<file path="src/rtl/fifo_uart_tx_if.sv">
// Fifo read port plus UART line status for the fifo-to-UART transmitter.
// master = transmitter side, slave = fifo / line side.
interface fifo_uart_tx_if;
    logic       empty;
    logic [7:0] fifo_data;
    logic       pop;
    logic       tx;
    logic       busy;
    logic       sent;

    modport master (
        input  empty,
        input  fifo_data,
        output pop,
        output tx,
        output busy,
        output sent
    );

    modport slave (
        output empty,
        output fifo_data,
        input  pop,
        input  tx,
        input  busy,
        input  sent
    );
endinterface

</file>
<file path="src/rtl/fifo_uart_tx.sv">
// Drains bytes from a fifo and serialises each as an 8N1/8N2 UART frame on tx.
// Latency: start bit begins 2 cycles after pop; frame lasts (9+STOP_BITS)*CLKS_PER_BIT cycles.
// Backpressure: pops only from IDLE while empty is low; one byte in flight at a time.
module fifo_uart_tx #(
    parameter int CLKS_PER_BIT = 104,
    parameter int STOP_BITS    = 1
) (
    input  logic           clk,
    input  logic           reset,
    fifo_uart_tx_if.master bus
);

    localparam int CW = $clog2(CLKS_PER_BIT);
    localparam logic [CW-1:0] CNT_LAST = CW'(CLKS_PER_BIT - 1);
    localparam logic [CW-1:0] CNT_PEN  = CW'(CLKS_PER_BIT - 2);
    localparam logic [2:0]    STOP_LAST = 3'(STOP_BITS - 1);

    typedef enum logic [2:0] {
        S_IDLE,
        S_POP,
        S_WAIT,
        S_START,
        S_DATA,
        S_STOP
    } state_t;

    state_t        state;
    logic [CW-1:0] baud_cnt;
    logic [2:0]    bit_idx;
    logic [7:0]    shreg;
    logic          pop_q;
    logic          tx_q;
    logic          busy_q;
    logic          sent_q;

    assign bus.pop  = pop_q;
    assign bus.tx   = tx_q;
    assign bus.busy = busy_q;
    assign bus.sent = sent_q;

    always_ff @(posedge clk) begin
        if (reset) begin
            state    <= S_IDLE;
            baud_cnt <= '0;
            bit_idx  <= '0;
            shreg    <= '0;
            pop_q    <= 1'b0;
            tx_q     <= 1'b1;
            busy_q   <= 1'b0;
            sent_q   <= 1'b0;
        end else begin
            pop_q  <= 1'b0;
            sent_q <= 1'b0;
            case (state)
                S_IDLE: begin
                    tx_q   <= 1'b1;
                    busy_q <= 1'b0;
                    if (!bus.empty) begin
                        state  <= S_POP;
                        pop_q  <= 1'b1;
                        busy_q <= 1'b1;
                    end
                end
                S_POP: begin
                    state <= S_WAIT;
                end
                // fifo_data settled during POP; this is the only point it is sampled.
                S_WAIT: begin
                    shreg    <= bus.fifo_data;
                    state    <= S_START;
                    tx_q     <= 1'b0;
                    baud_cnt <= '0;
                end
                S_START: begin
                    if (baud_cnt == CNT_LAST) begin
                        state    <= S_DATA;
                        tx_q     <= shreg[0];
                        shreg    <= shreg >> 1;
                        bit_idx  <= '0;
                        baud_cnt <= '0;
                    end else begin
                        baud_cnt <= baud_cnt + 1'b1;
                    end
                end
                S_DATA: begin
                    if (baud_cnt == CNT_LAST) begin
                        baud_cnt <= '0;
                        if (bit_idx == 3'd7) begin
                            state   <= S_STOP;
                            tx_q    <= 1'b1;
                            bit_idx <= '0;
                        end else begin
                            tx_q    <= shreg[0];
                            shreg   <= shreg >> 1;
                            bit_idx <= bit_idx + 1'b1;
                        end
                    end else begin
                        baud_cnt <= baud_cnt + 1'b1;
                    end
                end
                // bit_idx counts stop bits here; sent is raised one cycle early so
                // the registered pulse lands on the final stop cycle.
                S_STOP: begin
                    if (baud_cnt == CNT_LAST) begin
                        baud_cnt <= '0;
                        if (bit_idx == STOP_LAST) begin
                            state   <= S_IDLE;
                            busy_q  <= 1'b0;
                            bit_idx <= '0;
                        end else begin
                            bit_idx <= bit_idx + 1'b1;
                        end
                    end else begin
                        baud_cnt <= baud_cnt + 1'b1;
                        sent_q   <= (bit_idx == STOP_LAST) && (baud_cnt == CNT_PEN);
                    end
                end
                default: begin
                    state  <= S_IDLE;
                    tx_q   <= 1'b1;
                    busy_q <= 1'b0;
                end
            endcase
        end
    end

endmodule

</file>
<file path="src/flat_wrapper.sv">
// flat-port wrapper written by rule: the top's interface ports become plain ports
module fifo_uart_tx_flat 
#(
    parameter int CLKS_PER_BIT = 104,
    parameter int STOP_BITS    = 1
)
  (clk, reset, bus_empty, bus_fifo_data, bus_pop, bus_tx, bus_busy, bus_sent);
  fifo_uart_tx_if bus_i ();
  input  logic clk;
  input  logic reset;
  input wire logic [$bits(bus_i.empty)-1:0] bus_empty;
  input wire logic [$bits(bus_i.fifo_data)-1:0] bus_fifo_data;
  output wire logic [$bits(bus_i.pop)-1:0] bus_pop;
  output wire logic [$bits(bus_i.tx)-1:0] bus_tx;
  output wire logic [$bits(bus_i.busy)-1:0] bus_busy;
  output wire logic [$bits(bus_i.sent)-1:0] bus_sent;
  assign bus_i.empty = bus_empty;
  assign bus_i.fifo_data = bus_fifo_data;
  assign bus_pop = bus_i.pop;
  assign bus_tx = bus_i.tx;
  assign bus_busy = bus_i.busy;
  assign bus_sent = bus_i.sent;
  fifo_uart_tx #(.CLKS_PER_BIT(CLKS_PER_BIT), .STOP_BITS(STOP_BITS)) u_core (.clk(clk), .reset(reset), .bus(bus_i));
endmodule
</file>
<file path="config.mk">
export PLATFORM = sky130hd
export DESIGN_NAME = fifo_uart_tx_flat
export DESIGN_NICKNAME = d
export VERILOG_FILES = /design/src/rtl/fifo_uart_tx_if.sv /design/src/rtl/fifo_uart_tx.sv /design/src/flat_wrapper.sv
export SDC_FILE = /design/constraint.sdc
export NUM_CORES = 1
export LEC_CHECK = 0
export CORE_ASPECT_RATIO = 1.5
export CORE_MARGIN = 2
export CORE_UTILIZATION = 50
export CTS_CLUSTER_SIZE = 16
export DETAILED_ROUTE_END_ITERATION = 12
export GPL_TIMING_DRIVEN = 0
export PLACE_DENSITY = 0.72
export SETUP_SLACK_MARGIN = 0.4
export SLEW_MARGIN = 5
export SYNTH_ARGS = -nofsm -noshare
export SYNTH_HDL_FRONTEND = slang
export SYNTH_SLANG_ARGS = --single-unit
</file>
<file path="constraint.sdc">
create_clock -name clk -period 2.1 [get_ports clk]
set_clock_uncertainty 0.2 [all_clocks]
set_input_delay 0.525 -clock clk [delete_from_list [all_inputs] [get_ports clk]]
set_output_delay 0.525 -clock clk [all_outputs]
set_load 0.005 [all_outputs]
</file>
# After elaboration in Yosys (flattened, before gate mapping)
# Cells that the tools add are included.
[op_classes] add_sub_neg=2 n_eq_ne=15 n_mux=27 n_bitwise=4 n_reduce_logical=16
[op_table] op="3-bit 2-to-1 mux" n=11
[op_table] op="8-bit 2-to-1 mux" n=3
[op_table] op="8-bit one-hot mux with 3 select lines" n=1
[op_table] op="3-bit one-hot mux with 6 select lines" n=1
[op_table] op="7-bit == test (second input constant)" n=2
[op_table] op="7-bit one-hot mux with 2 select lines" n=1
[op_table] op="2-bit by 1-bit inequality test with 1-bit output (second input constant)" n=5
[op_table] op="3-bit == test (second input constant)" n=3
[op_table] op="3-bit one-hot mux with 3 select lines" n=1
[op_table] op="4-bit AND reduction" n=2
[op_table] op="7-bit by 1-bit adder with 7-bit output (second input constant)" n=1
[op_table] op="7-bit 2-to-1 mux" n=1
[op_table] op="3-bit by 2-bit == test with 1-bit output (second input constant)" n=2
[op_table] op="3-bit zero test" n=2
[op_table] op="1-bit 2-to-1 mux" n=6
[op_table] op="3-bit AND reduction" n=2
[op_table] op="6-bit AND reduction" n=1
[op_table] op="3-bit nonzero test" n=2
[op_table] op="3-bit OR reduction" n=2
[op_table] op="2-bit inequality test (second input constant)" n=2
[op_table] op="1-bit inverter" n=4
[op_table] op="1-bit one-hot mux with 4 select lines" n=1
[op_table] op="2-bit OR reduction" n=2
[op_table] op="4-bit OR reduction" n=1
[op_table] op="other kinds (5)" n=5
[word_totals] register_bits=25 wordCells=72

# Depth between registers and ports, before layout
[depth] word_depth=4 mapped_depth=6

# Worst setup path after synthesis
# OpenSTA, ideal clock, no wires.
[synth_path] path_type="register to register" startpoint="register u_core.bit_idx[0]" endpoint="register u_core.shreg[7]" arrival_ps=1798 required_time_ps=1783 path_slack_ps=-16 stages_incl_launch_ff=7 path_cell_list="dfxtp_1 > ha_1 > ha_1 > or4b_4 > a211oi_4 > nor2_2 > a32o_1"
[synth_between] elab_chain_len=3
[synth_rtl] element="from (decl)" line_no="fifo_uart_tx.sv:29" text="logic [2:0] bit_idx;"
[synth_rtl] element="from (signal assigned)" line_no="fifo_uart_tx.sv:95" text="bit_idx <= bit_idx + 1'b1;"
[synth_rtl] element="from (signal assigned)" line_no="fifo_uart_tx.sv:111" text="bit_idx <= bit_idx + 1'b1;"
[synth_rtl] element="3-bit == test" line_no="fifo_uart_tx.sv:88" text="if (bit_idx == 3'd7) begin"
[synth_rtl] element="2-bit inequality test (no line)"
[synth_rtl] element="4-bit AND reduction (no line)"
[synth_rtl] element="to (signal assigned)" line_no="fifo_uart_tx.sv:69" text="shreg <= bus.fifo_data;"
[synth_rtl] element="to (signal assigned)" line_no="fifo_uart_tx.sv:78" text="shreg <= shreg >> 1;"
[synth_rtl] element="to (signal assigned)" line_no="fifo_uart_tx.sv:94" text="shreg <= shreg >> 1;"
[synth_rtl] element="to (decl)" line_no="fifo_uart_tx.sv:30" text="logic [7:0] shreg;"
# Every way passes these cells.
# A chain may end at the register's enable or synchronous reset.

# Worst setup path after layout
# Ends and elaborated chain as after synthesis.

==> results by group <==
Outcome
  – Status: finished with violations
  – Failing checks: setup timing

Final layout
  – Final non-filler cell area: 0.00213 sq mm
  – Final core utilization: 0.740
  – Synthesis-to-finish area growth: 41.8%
  – Number of cells in the finished layout apart from fillers: 259
  – Nets: ~240
  – Diodes inserted: 0
  – Ratio of cells with drive above 1 in the final layout: 0.345

Critical path
  – Slowest cell on crit path: or4b_4
  – Most used cell, CP: ha_4
  – Family with the most delay on the worst path: simple AND/OR/NAND/NOR gates
  – CP bufs+invs: 0
  – Critical Path Start Type: flip-flop
  – CP Cell Sequence: ha_4 -> ha_4 -> or4b_4 -> a211oi_4 -> nor2_2 -> a32o_1
  – CP Class: flip-flop to flip-flop
  – Crit-path max cell delay: between 500 and 600 ps
  – CP max FO: 4
  – Critical Path RT: between 2000 and 2500 ps
  – Endpoint class of the critical path: flip-flop
  – CP arrival: approximately 2100 ps

Yosys
  – Avg Synthesized Cell Area: ~8 sq um
  – Multiplexer area fraction after synthesis: 0.0141
  – Yosys reg bits: 25
  – Post-synthesis simple-gate area fraction: 0.278
  – Cells after Synth: approximately 180
  – Distinct cell type count after synthesis: 51
  – Compound-gate portion of the synthesized area: 0.272
  – Post-synth EDFFs: 0
  – Post-synthesis adder-cell area fraction: 0.0499
  – Largest family of logic cells by synthesized area: simple AND/OR/NAND/NOR gates
  – FFs w/ async S/R, synth: 0
  – Syn_nets: 201
  – Xor/xnor share of the synthesized area: 0.0116
  – Netlist Area Pre-Place: 0.00151 sq mm
  – Dominant synthesized flop cell: dfxtp_1
  – Ys Warns: 0
  – Sequential area share after synthesis: 0.333

Timing
  – Min Tclk post-route: ~2100 ps
  – Sum Neg Setup Slack: -33.2 ps
  – Max Slew Vio Count: 0
  – Unrepaired setup endpoints after global routing: yes
  – Relative slew slack: 0.644
  – Hold WS: ~300 ps
  – Setup violators final: 1
  – Worst-Margin Slew: approximately 530 ps
  – Final WS setup: -33.2 ps
  – FMAX: approximately 0.47 GHz
  – Period utilization: 1.02
  – Fin. Hold Viols: 0

Power and ir drop
  – Internal Power: 0.756 mW
  – VDD IR max: about 400 uV
  – Clock power frac: 0.279
  – Sequential share of power: 0.488
  – Comb power frac: 0.233
  – Total power draw: between 1 and 1.5 mW
  – Static Leak: 0.819 nW
  – Switching power total: about 0.32 mW
  – Sw Ratio: 0.297
  – Pwr/cell area: around 500 mW/mm^2

Route
  – Top sig layer: met4
  – WL/cell: between 15 and 20 um
  – Via density: ~6.4
  – Met2 wire length: between 2000 and 3000 um
  – Total number of vias: around 1,700
  – DRT iter0 DRCs: 81
  – Final ANT Viol Nets: 0
  – DRT Pass-1 Iters: 5
  – DRT Wirelength: 4890 um
  – Post-route DRC: 0
  – Met1 wire length: approximately 1800 um
  – Met3 WL post-DR: 210 um

CTS
  – Cts-stage hold buffer count: 0
  – H-tree depth: 1
  – Clock slew at reported path FFs: ~90 ps
  – Clock sink count: 25
  – CTS tree: done
  – CTS Buf Count: 3
  – Root Driver: clkbuf_8
  – Clock Path Buffers: 2
  – Clock Latency Late Sink: roughly 280 ps

Flow run
  – Max cap viols: 0

Place
  – Placed instance area: about 0.0017 sq mm
  – Worst slack, placed: -249 ps
  – Port-buffer cells: 14
  – Inst Count DP: between 200 and 250
  – Final GP Congestion: around 0.83
  – Post-DP HPWL: around 3000 um

Die
  – Initial core utilization: 0.522
  – Io pins: 15
  – Die footprint: between 0.003 and 0.004 sq mm
  – Die Wd: 48.8 um
  – Core area: around 0.0029 sq mm
  – Die Y-Extent: approximately 71 um
  – # rows: 24

Global route
  – Initial antenna violation count: 0
  – Largest net degree at the start of global routing: 14
  – First-pass GRT wire length: 7560 um
  – GRT Util Overall: 0.279
  – Number of global-route vias before repair: ~1,700
  – Total global routing overflow: 0

Min path
  – Class of the worst hold path: flip-flop to flip-flop
==> synthesized netlist by cell type, types with 4 or more instances <==
master    count  area [sq um]
o21ai_0      10          50.1
or3_1         5          31.3
and3_1        4          25.0
ha_1          6          75.1
inv_1         6          22.5
o41ai_1       4          35.0
nor3b_1       5          37.5
o221ai_1      6          52.6
nor2_1       18          67.6
a21oi_1      16          80.1
nor3_1        5          25.0
nand3_1       8          40.0
clkbuf_1      7          26.3
nand2_1      12          45.0
dfxtp_1      25           500
==> worst paths after layout <==
kind                     start              end  cells after the start  slack, ps
max          u_core.bit_idx[0]  u_core.shreg[7]                      6        -30
min            u_core.shreg[6]  u_core.shreg[6]                      2        300
max reg2reg  u_core.bit_idx[0]  u_core.shreg[7]                      6        -30
min reg2reg    u_core.shreg[6]  u_core.shreg[6]                      2        300
==> cells by family (layout without fill, tap and decap cells) <==
logic type	count (synthesis)	in the layout
simple gates	75	75
compound gates	58	58
flops	25	25
buf+inv	16	52
fa+ha+maj	6	6
xor+xnor	2	2
mux	2	2
==> cell type report <==
cell class	instances	area [sq um]
sequential	25	518
clock buffer	4	45.0
timing repair buffer	32	284
multi-input combinational	143	1140
inverter	6	25.0
tap	39	48.8
buffer	10	75.1
fill	220	748
==> state kept, by name, summed over array words and instances (netlist names) <==
name / cells
u_core.baud_cnt: 7
u_core.bit_idx: 3
u_core.bus.busy: 1
u_core.bus.pop: 1
u_core.bus.sent: 1
u_core.bus.tx: 1
u_core.shreg: 8
u_core.state: 3
==> cell usage in the layout, fill, tap and decap left out, drive strengths merged, types with 3 or more instances in the layout <==
| master | count |
|---|---|
| a21oi | 16 |
| and3 | 4 |
| buf | 23 |
| clkbuf | 9 |
| clkdlybuf4s50 | 9 |
| dfxtp | 25 |
| dlygate4sd2 | 4 |
| ha | 6 |
| inv | 6 |
| nand2 | 12 |
| nand2b | 3 |
| nand3 | 8 |
| nor2 | 19 |
| nor3 | 5 |
| nor3b | 5 |
| o21ai | 10 |
| o221ai | 6 |
| o22ai | 3 |
| o41ai | 4 |
| or3 | 5 |
==> power groups by stage <==
stage                     sequential, mW  combinational [mW]  clock, mW
after detailed placement           0.531               0.197          0
after global routing               0.529               0.273      0.318
final                              0.525               0.251      0.300
after floorplan                    0.525               0.132          0
after global placement             0.529               0.192          0
after CTS                          0.523               0.229      0.299
==> worst register-to-register path, stage by stage, from the launching register on <==
cell	delay (ps)
dfxtp_2	350
ha_4	170
ha_4	150
or4b_4	530
a211oi_4	290
nor2_2	70
a32o_1	270
==> routing by layer <==
layer	track usage	vias to the layer above
met5	0	-
met3	0.0422	16
met2	0.559	67
li1	-	770
met4	0.121	0
met1	0.276	797
==> repair_timing <==
item / in CTS / in global routing
setup endpoints to repair: 29 / 23
buffers inserted: 11 / 7
resized for setup: 49 / 24
pin swaps: 19 / 13
No activity file was read; power rests on OpenSTA's default activity.
